==> src/rtl/reg_writeback.sv <==
// reg_writeback: register-file write-port driver.
// Merges never-stalled ALU results with handshaked load results. Loads that
// collide with an ALU write wait in a small FIFO; an ALU write kills any
// older buffered load to the same register so write-after-write order holds.

// One load-buffer entry: dest/data/live plus the kill and query compares.
module reg_wb_entry #(
  parameter int DW = 8,
  parameter int AW = 3
) (
  input  logic          clk,
  input  logic          reset,
  input  logic          wr,
  input  logic [AW-1:0] wr_dest,
  input  logic [DW-1:0] wr_data,
  input  logic          wr_live,
  input  logic          clr,
  input  logic          kill,
  input  logic [AW-1:0] kill_dest,
  input  logic [AW-1:0] query_reg,
  output logic [AW-1:0] dest,
  output logic [DW-1:0] data,
  output logic          live,
  output logic          hit
);

  // Fill on push; drop live on pop or when a younger ALU write targets dest.
  always_ff @(posedge clk or posedge reset) begin
    if (reset) begin
      dest <= '0;
      data <= '0;
      live <= 1'b0;
    end else if (wr) begin
      dest <= wr_dest;
      data <= wr_data;
      live <= wr_live;
    end else if (clr) begin
      live <= 1'b0;
    end else if (kill && (dest == kill_dest)) begin
      live <= 1'b0;
    end
  end

  assign hit = live && (dest == query_reg);

endmodule

module reg_writeback #(
  parameter int DW    = 8,
  parameter int AW    = 3,
  parameter int DEPTH = 2
) (
  input  logic          clk,
  input  logic          reset,
  input  logic          alu_valid,
  input  logic [AW-1:0] alu_dest,
  input  logic [DW-1:0] alu_data,
  input  logic          ld_valid,
  output logic          ld_ready,
  input  logic [AW-1:0] ld_dest,
  input  logic [DW-1:0] ld_data,
  output logic          regWrite,
  output logic [AW-1:0] writeReg,
  output logic [DW-1:0] writeData,
  input  logic [AW-1:0] query_reg,
  output logic          query_hit,
  output logic          busy
);

  localparam int PW = (DEPTH > 1) ? $clog2(DEPTH) : 1;
  localparam int CW = $clog2(DEPTH + 1);

  logic [PW-1:0] head, tail;
  logic [CW-1:0] count;

  logic [DEPTH-1:0][AW-1:0] ent_dest;
  logic [DEPTH-1:0][DW-1:0] ent_data;
  logic [DEPTH-1:0]         ent_live, ent_hit, ent_wr, ent_clr;

  logic full, empty, accept, pop, bypass, push, push_live;

  assign full   = (count == CW'(DEPTH));
  assign empty  = (count == '0);
  // No same-cycle refill: a full buffer refuses even if it pops this cycle.
  assign ld_ready = !full;
  assign accept = ld_valid && ld_ready;

  // Issue priority: ALU, then buffer head, then bypass of a fresh load.
  assign pop    = !alu_valid && !empty;
  assign bypass = !alu_valid && empty && accept;
  assign push   = accept && !bypass;
  // A load arriving alongside an ALU write to the same reg is the older one.
  assign push_live = !(alu_valid && (ld_dest == alu_dest));

  for (genvar i = 0; i < DEPTH; i++) begin : g_ent
    assign ent_wr[i]  = push && (tail == PW'(i));
    assign ent_clr[i] = pop  && (head == PW'(i));
    reg_wb_entry #(.DW(DW), .AW(AW)) u_ent (
      .clk       (clk),
      .reset     (reset),
      .wr        (ent_wr[i]),
      .wr_dest   (ld_dest),
      .wr_data   (ld_data),
      .wr_live   (push_live),
      .clr       (ent_clr[i]),
      .kill      (alu_valid),
      .kill_dest (alu_dest),
      .query_reg (query_reg),
      .dest      (ent_dest[i]),
      .data      (ent_data[i]),
      .live      (ent_live[i]),
      .hit       (ent_hit[i])
    );
  end

  assign query_hit = |ent_hit;
  assign busy      = !empty || regWrite;

  // FIFO pointers and occupancy; pointers wrap naturally (DEPTH is 2^n).
  always_ff @(posedge clk or posedge reset) begin
    if (reset) begin
      head  <= '0;
      tail  <= '0;
      count <= '0;
    end else begin
      if (push) tail <= tail + PW'(1);
      if (pop)  head <= head + PW'(1);
      case ({push, pop})
        2'b10:   count <= count + CW'(1);
        2'b01:   count <= count - CW'(1);
        default: count <= count;
      endcase
    end
  end

  // Registered write port; a dead pop burns the slot with regWrite low.
  always_ff @(posedge clk or posedge reset) begin
    if (reset) begin
      regWrite  <= 1'b0;
      writeReg  <= '0;
      writeData <= '0;
    end else if (alu_valid) begin
      regWrite  <= 1'b1;
      writeReg  <= alu_dest;
      writeData <= alu_data;
    end else if (pop) begin
      regWrite  <= ent_live[head];
      writeReg  <= ent_dest[head];
      writeData <= ent_data[head];
    end else if (bypass) begin
      regWrite  <= 1'b1;
      writeReg  <= ld_dest;
      writeData <= ld_data;
    end else begin
      regWrite  <= 1'b0;
    end
  end

endmodule

==> config.mk <==
export PLATFORM = sky130hd
export DESIGN_NAME = reg_writeback
export DESIGN_NICKNAME = d
export VERILOG_FILES = /design/src/rtl/reg_writeback.sv
export SDC_FILE = /design/constraint.sdc
export NUM_CORES = 1
export LEC_CHECK = 0
export CORE_MARGIN = 3
export CORE_UTILIZATION = 30
export CTS_CLUSTER_DIAMETER = 30
export DETAILED_ROUTE_END_ITERATION = 8
export PLACE_DENSITY = 0.63
export SLEW_MARGIN = 0
export SYNTH_ARGS = -nofsm -noshare
export SYNTH_HDL_FRONTEND = slang
export SYNTH_SLANG_ARGS = --single-unit
export TNS_END_PERCENT = 50
==> constraint.sdc <==
create_clock -name clk -period 4.6 [get_ports clk]
set_input_delay 0.46 -clock clk [delete_from_list [all_inputs] [get_ports clk]]
set_output_delay 0.46 -clock clk [all_outputs]
set_load 0.05 [all_outputs]
; Word level (Yosys, flattened, before mapping)
; Cells that the tools add are included.
[classes]
add_sub_neg = 4
order_cmp = 1
n_eq_ne = 8
muxes = 22
reduce_logical = 26
bitwise_logic = 2
[op_table]
columns = operator, count
row1 = 8-bit two-way mux, 5
row2 = 3-bit equality test, 5
row3 = 3-bit two-way mux, 5
row4 = 1-bit logical AND, 14
row5 = 1-bit two-way mux, 11
row6 = 3-bit nonzero test, 3
row7 = 1-bit logical NOT, 5
row8 = "2-bit equality test, second input constant", 2
row9 = 2-bit case mux with 2 select lines, 1
row10 = "1-bit adder, second input constant", 2
row11 = "2-bit by 1-bit adder with 2-bit output, second input constant", 1
row12 = "2-bit by 1-bit equality test with 1-bit output, second input constant", 1
row13 = 2-bit logical NOT, 1
row14 = "1-bit by 2-bit < comparator with 1-bit output, second input constant", 1
row15 = 1-bit inverter, 2
row16 = 2-bit nonzero test, 1
row17 = 2-bit OR reduction, 1
row18 = "2-bit by 1-bit subtractor with 2-bit output, second input constant", 1
row19 = 1-bit logical OR, 1
[word_totals]
output_inout_bits = 15
ff_bits = 40
elab_cells = 75
in_bits = 29

; Logic depth before layout (Yosys ltp)
[logic_depth]
ltp_word = 8
depth_mapped = 7
depth_no_buf = 6

; Cells and area by module
; A second synthesis with hierarchy kept.
[hier_totals]
hier_cells = 175
area_unflattened_um2 = 2108.3
[by_module_without_submodules]
columns = module, area_per_inst_um2, instances, cells_per_inst, seq_area_each_um2
row1 = reg_writeback, 1054.8, 1, 101, 400.4
row2 = reg_wb_entry, 526.8, 2, 37, 300.3

; Worst setup path after synthesis
; OpenSTA, ideal clock, no wires.
[synth_path]
kind = register -> output
start = register regWrite
end = output busy
required_time_ns = 4.140
path_stages_with_launch = 2
n_path_buf = 0
arrival_ns = 1.176
setup_slack_ns = 2.964
cell_sequence = dfrtp_1 -> or3_2
[synth_via]
elab_chain_cells = 1
[synth_rtl]
columns = element, line
row1 = "start, declared", 62  ; output logic regWrite,
row2 = "start signal, assigned", 147  ; regWrite <= ent_live[head];
row3 = 1-bit logical OR, 117  ; assign busy = !empty || regWrite;
row4 = "end, declared", 67  ; output logic busy
; No other way between the ends.

; Worst setup path after layout
[layout_path]
start = input query_reg[2]
end = output query_hit
[layout_via]
elab_chain_cells = 3
elab_cells_between_ends = 5
cone_classes = eq/ne (2) / reduce/logical (3)
[layout_rtl]
columns = element, line
row1 = "start, declared", 65  ; input logic [AW-1:0] query_reg,
row2 = 3-bit equality test, 44  ; assign hit = live && (dest == query_reg);
row3 = 1-bit logical AND, 44
row4 = 2-bit OR reduction (*), 116  ; assign query_hit = |ent_hit;
row5 = "end, declared", 66  ; output logic query_hit,
; Every way passes the cells marked *; elsewhere a longest branch is shown, timed or not.

==> results.txt <==
- The run finished with clean final reports.
- Ratio of cells with drive above 1 in the final layout: 0.260
- Antenna diode count: 0
* CTS root buffer: clkbuf_8
- Yosys instantiated no cell more often than dfrtp_1.
* Setup repair after global routing missed its margin: no
- The detailed router finished its first iteration with 34 violations.
- The routed design could run at a clock period as short as roughly 2.5 ns.
- Setup CP Type: in2out
* Final ANT Viol Nets: 0
- Number of standard cells after synthesis: roughly 180
- Fmax: 395 MHz
* Clock skew: 0.00708 ns
* Total of hold buffers inserted after clock tree synthesis: 0
- In the global route stage, overall resource usage came out at 0.117.
* Area grow syn2layout: 23.7%
- Number of nets in the layout: between 200 and 250
- Hold is met by 0.486 ns.
* Post-synth EDFFs: 0
* FP Rows: 31
* Overall power after layout: ~1.9 mW
- Routed length per instance: 15.1 um
- The die is 93.2 um tall.
* Required @ worst endpoint: 4.14 ns
* Total routed wirelength: 4810 um
- On the worst path, the slowest cell contributes a delay of 0.79 ns.
- The number of global-route vias before repair was 1,532.
* Post-synth cell types: 34
- Count of input and output buffers: between 40 and 50
- Weighted congestion at the end of routability-driven global placement: 0.774
- Via Count: 1,461
- Cts bufs inserted: 5
- Flop and latch count out of synthesis: 40
- In this run the count of I/O pins placed on the die edge is 44.
* Cell area after layout: about 2800 um2
- Congestion Overflow GR: 0
* Tightest Pin Transition: 0.837 ns
* Die Outline Area: between 8000 and 9000 um2
- Of the available clock period, the critical path in the final layout requires 0.551.
- Summing all placed instances gives a cell area of between 2000 and 3000 um2.
- Placed cell count: 310
- Initial Utilization: 0.311
* Sequential-to-total area share from yosys stat: 0.439
- Cell accounting for the most synthesized area: dfrtp_1
- Once routing completed, OpenROAD measured the worst setup slack at 2.07 ns.
* Most frequent cells after synthesis: dfrtp_1, mux2_4, nand2_1
- The mapped netlist covers 2280 um2.
- Critical-path cell with the highest stage delay: clkdlybuf4s50_1
- The number of gates resized after CTS was 0.
* Static power due to leakage: 1.13 nW
- OpenSTA, run right after detailed placement, puts the worst setup slack at 1.76 ns.
- The longest clock path from root to sink contains 2 buffers.
- Post-Synthesis Net Count: roughly 210
- The worst setup path is launched from an input pin.
- Post-Route Setup TNS: 0 ns
- The first global-routing pass estimated 7930 um of wire.
- Power per cell area: around 690 nW/um2
- Total setup violations reported at the end of the flow: 0
* Total setup buffers inserted after CTS: 0
- TritonCTS built the clock tree.
* Worst reg-to-reg setup slack: 2.65 ns
- Clock latency at the later pin of the worst-skew pair: 0.29 ns
* Fill cell count: just over 700
* Worst min-delay path class: reg2reg
- Post-DP HPWL: 3370 um
- Non-filler instance count after layout: between 300 and 400
- By area the synthesized netlist is led by dfrtp_1, mux2_4, mux2_2.
- For this run, the leading register cell type out of synthesis is dfrtp_1.
- Across the run, the number of max-cap violations was 0.
- Headroom to the max-slew limit came out at 0.440.
- Area share of the leading cell type in the synthesized netlist: 0.439
* Clock transition at the registers of the reported paths: 0.08 ns
- Kind of end point of the critical path: output port
- Final Hold Viols: 0
* Worst ir drop on vdd: 0.287 mV
- Share of flip-flops with an asynchronous set or reset: 1.00
* Final core utilization: 0.385
- Post-route DRC violation count: 0
* Final count of pins violating max slew: 0
- Along the worst path, the maximum fanout reaches 2.
- Cell Chain, Critical Path: clkdlybuf4s50_1, xnor2_1, nand4_1, nand2_1, clkdlybuf4s50_1
- Yosys warning count: 0
- Length of the first detailed-routing pass in iterations: 4
- Initial antenna violation count: 0
* # clock sinks: 40
- The cell that appears most often on the critical path is clkdlybuf4s50_1.
* Via-to-Cell Ratio: 4.59
- Number of H-tree branching levels: 2
- Entering global routing, the biggest net connects between 40 and 50 pins.
- The average instance in the mapped netlist occupies 12.8 um2.
- Data on the critical path arrives at its endpoint at roughly 2.1 ns.
- Standard cell core area: between 7000 and 8000 um2
- Floorplan die width: 93.2 um
-- where the power goes --
part	switching, mW	leakage, nW	internal [mW]
Clock	0.119	0.0455	0.122
Combinational	0.483	0.612	0.509
Sequential	0.177	0.476	0.530
Total	0.778	1.13	1.16
-- critical path: cells and delay by family --
| kind | cells | cell delay (ns) |
|---|---|---|
| buf+inv | 2 | 1.30 |
| simple gates | 2 | 0.17 |
| xor+xnor | 1 | 0.14 |
-- path summary, 6_finish.rpt --
kind	startpoint	end	cells after the start
max in group asynchronous	reset	regWrite	3
min in group asynchronous	reset	writeData[3]	3
worst max register to register	count[0]	writeReg[1]	3
worst min register to register	writeReg[2]	writeReg[2]	2
worst min-delay path	writeReg[2]	writeReg[2]	2
worst max-delay path	query_reg[2]	query_hit	5
-- per-layer routing --
metal  global-route usage  wire length, um  part of all wire  vias to the layer above
met5                    0                0                 0                        -
met4               0.0293               43            0.0089                        0
met3               0.0346              247             0.051                        7
met2                0.169             2070              0.43                       41
met1                0.171             2450              0.51                      691
li1                     -                -                 -                      722
-- sequential cells by signal, summed over array words and instances, names as in the netlist --
name              count
head                  1
regWrite              1
writeData             8
g_ent.u_ent.data     16
writeReg              3
count                 2
g_ent.u_ent.dest      6
tail                  1
g_ent.u_ent.live      2
-- layout by cell type, fill, tap and decap left out --
master / instances
clkdlybuf4s50_1: 43
dfrtp_1: 40
mux2_4: 21
nand2_1: 16
xnor2_1: 15
mux2_2: 12
o21ai_1: 10
a221oi_1: 9
nor3b_2: 7
nand4_1: 6
clkbuf_8: 6
xor2_1: 4
o21ai_0: 4
nor3b_1: 4
a221oi_2: 2
clkbuf_1: 2
buf_4: 2
and2b_4: 1
and2b_1: 1
o21ai_4: 1
o211ai_4: 1
nor3_1: 1
o21ba_2: 1
or2_4: 1
nor3_4: 1
nor2_1: 1
or2b_1: 1
or3_2: 1
mux2i_1: 1
a21oi_1: 1
inv_1: 1
nand2b_1: 1
ha_1: 1
-- cell type report --
type | instances | area [um2] | share of cell area
Sequential cell | 40 | 1000 | 0.355
Clock buffer | 8 | 90.1 | 0.0319
Timing Repair Buffer | 45 | 445 | 0.158
Tap cell | 99 | 124 | 0.0439
Inverter | 1 | 3.75 | 0.00133
Multi-Input combinational cell | 125 | 1160 | 0.410
-- cell families after synthesis --
kind of cell	Yosys count	share of synthesized area
xor+xnor	19	0.0729
buf+inv	13	0.0537
simple gates	42	0.126
compound gates	29	0.101
mux	34	0.202
fa+ha+maj	1	0.00548
flops	40	0.439
(Power assumes the default switching activity.)
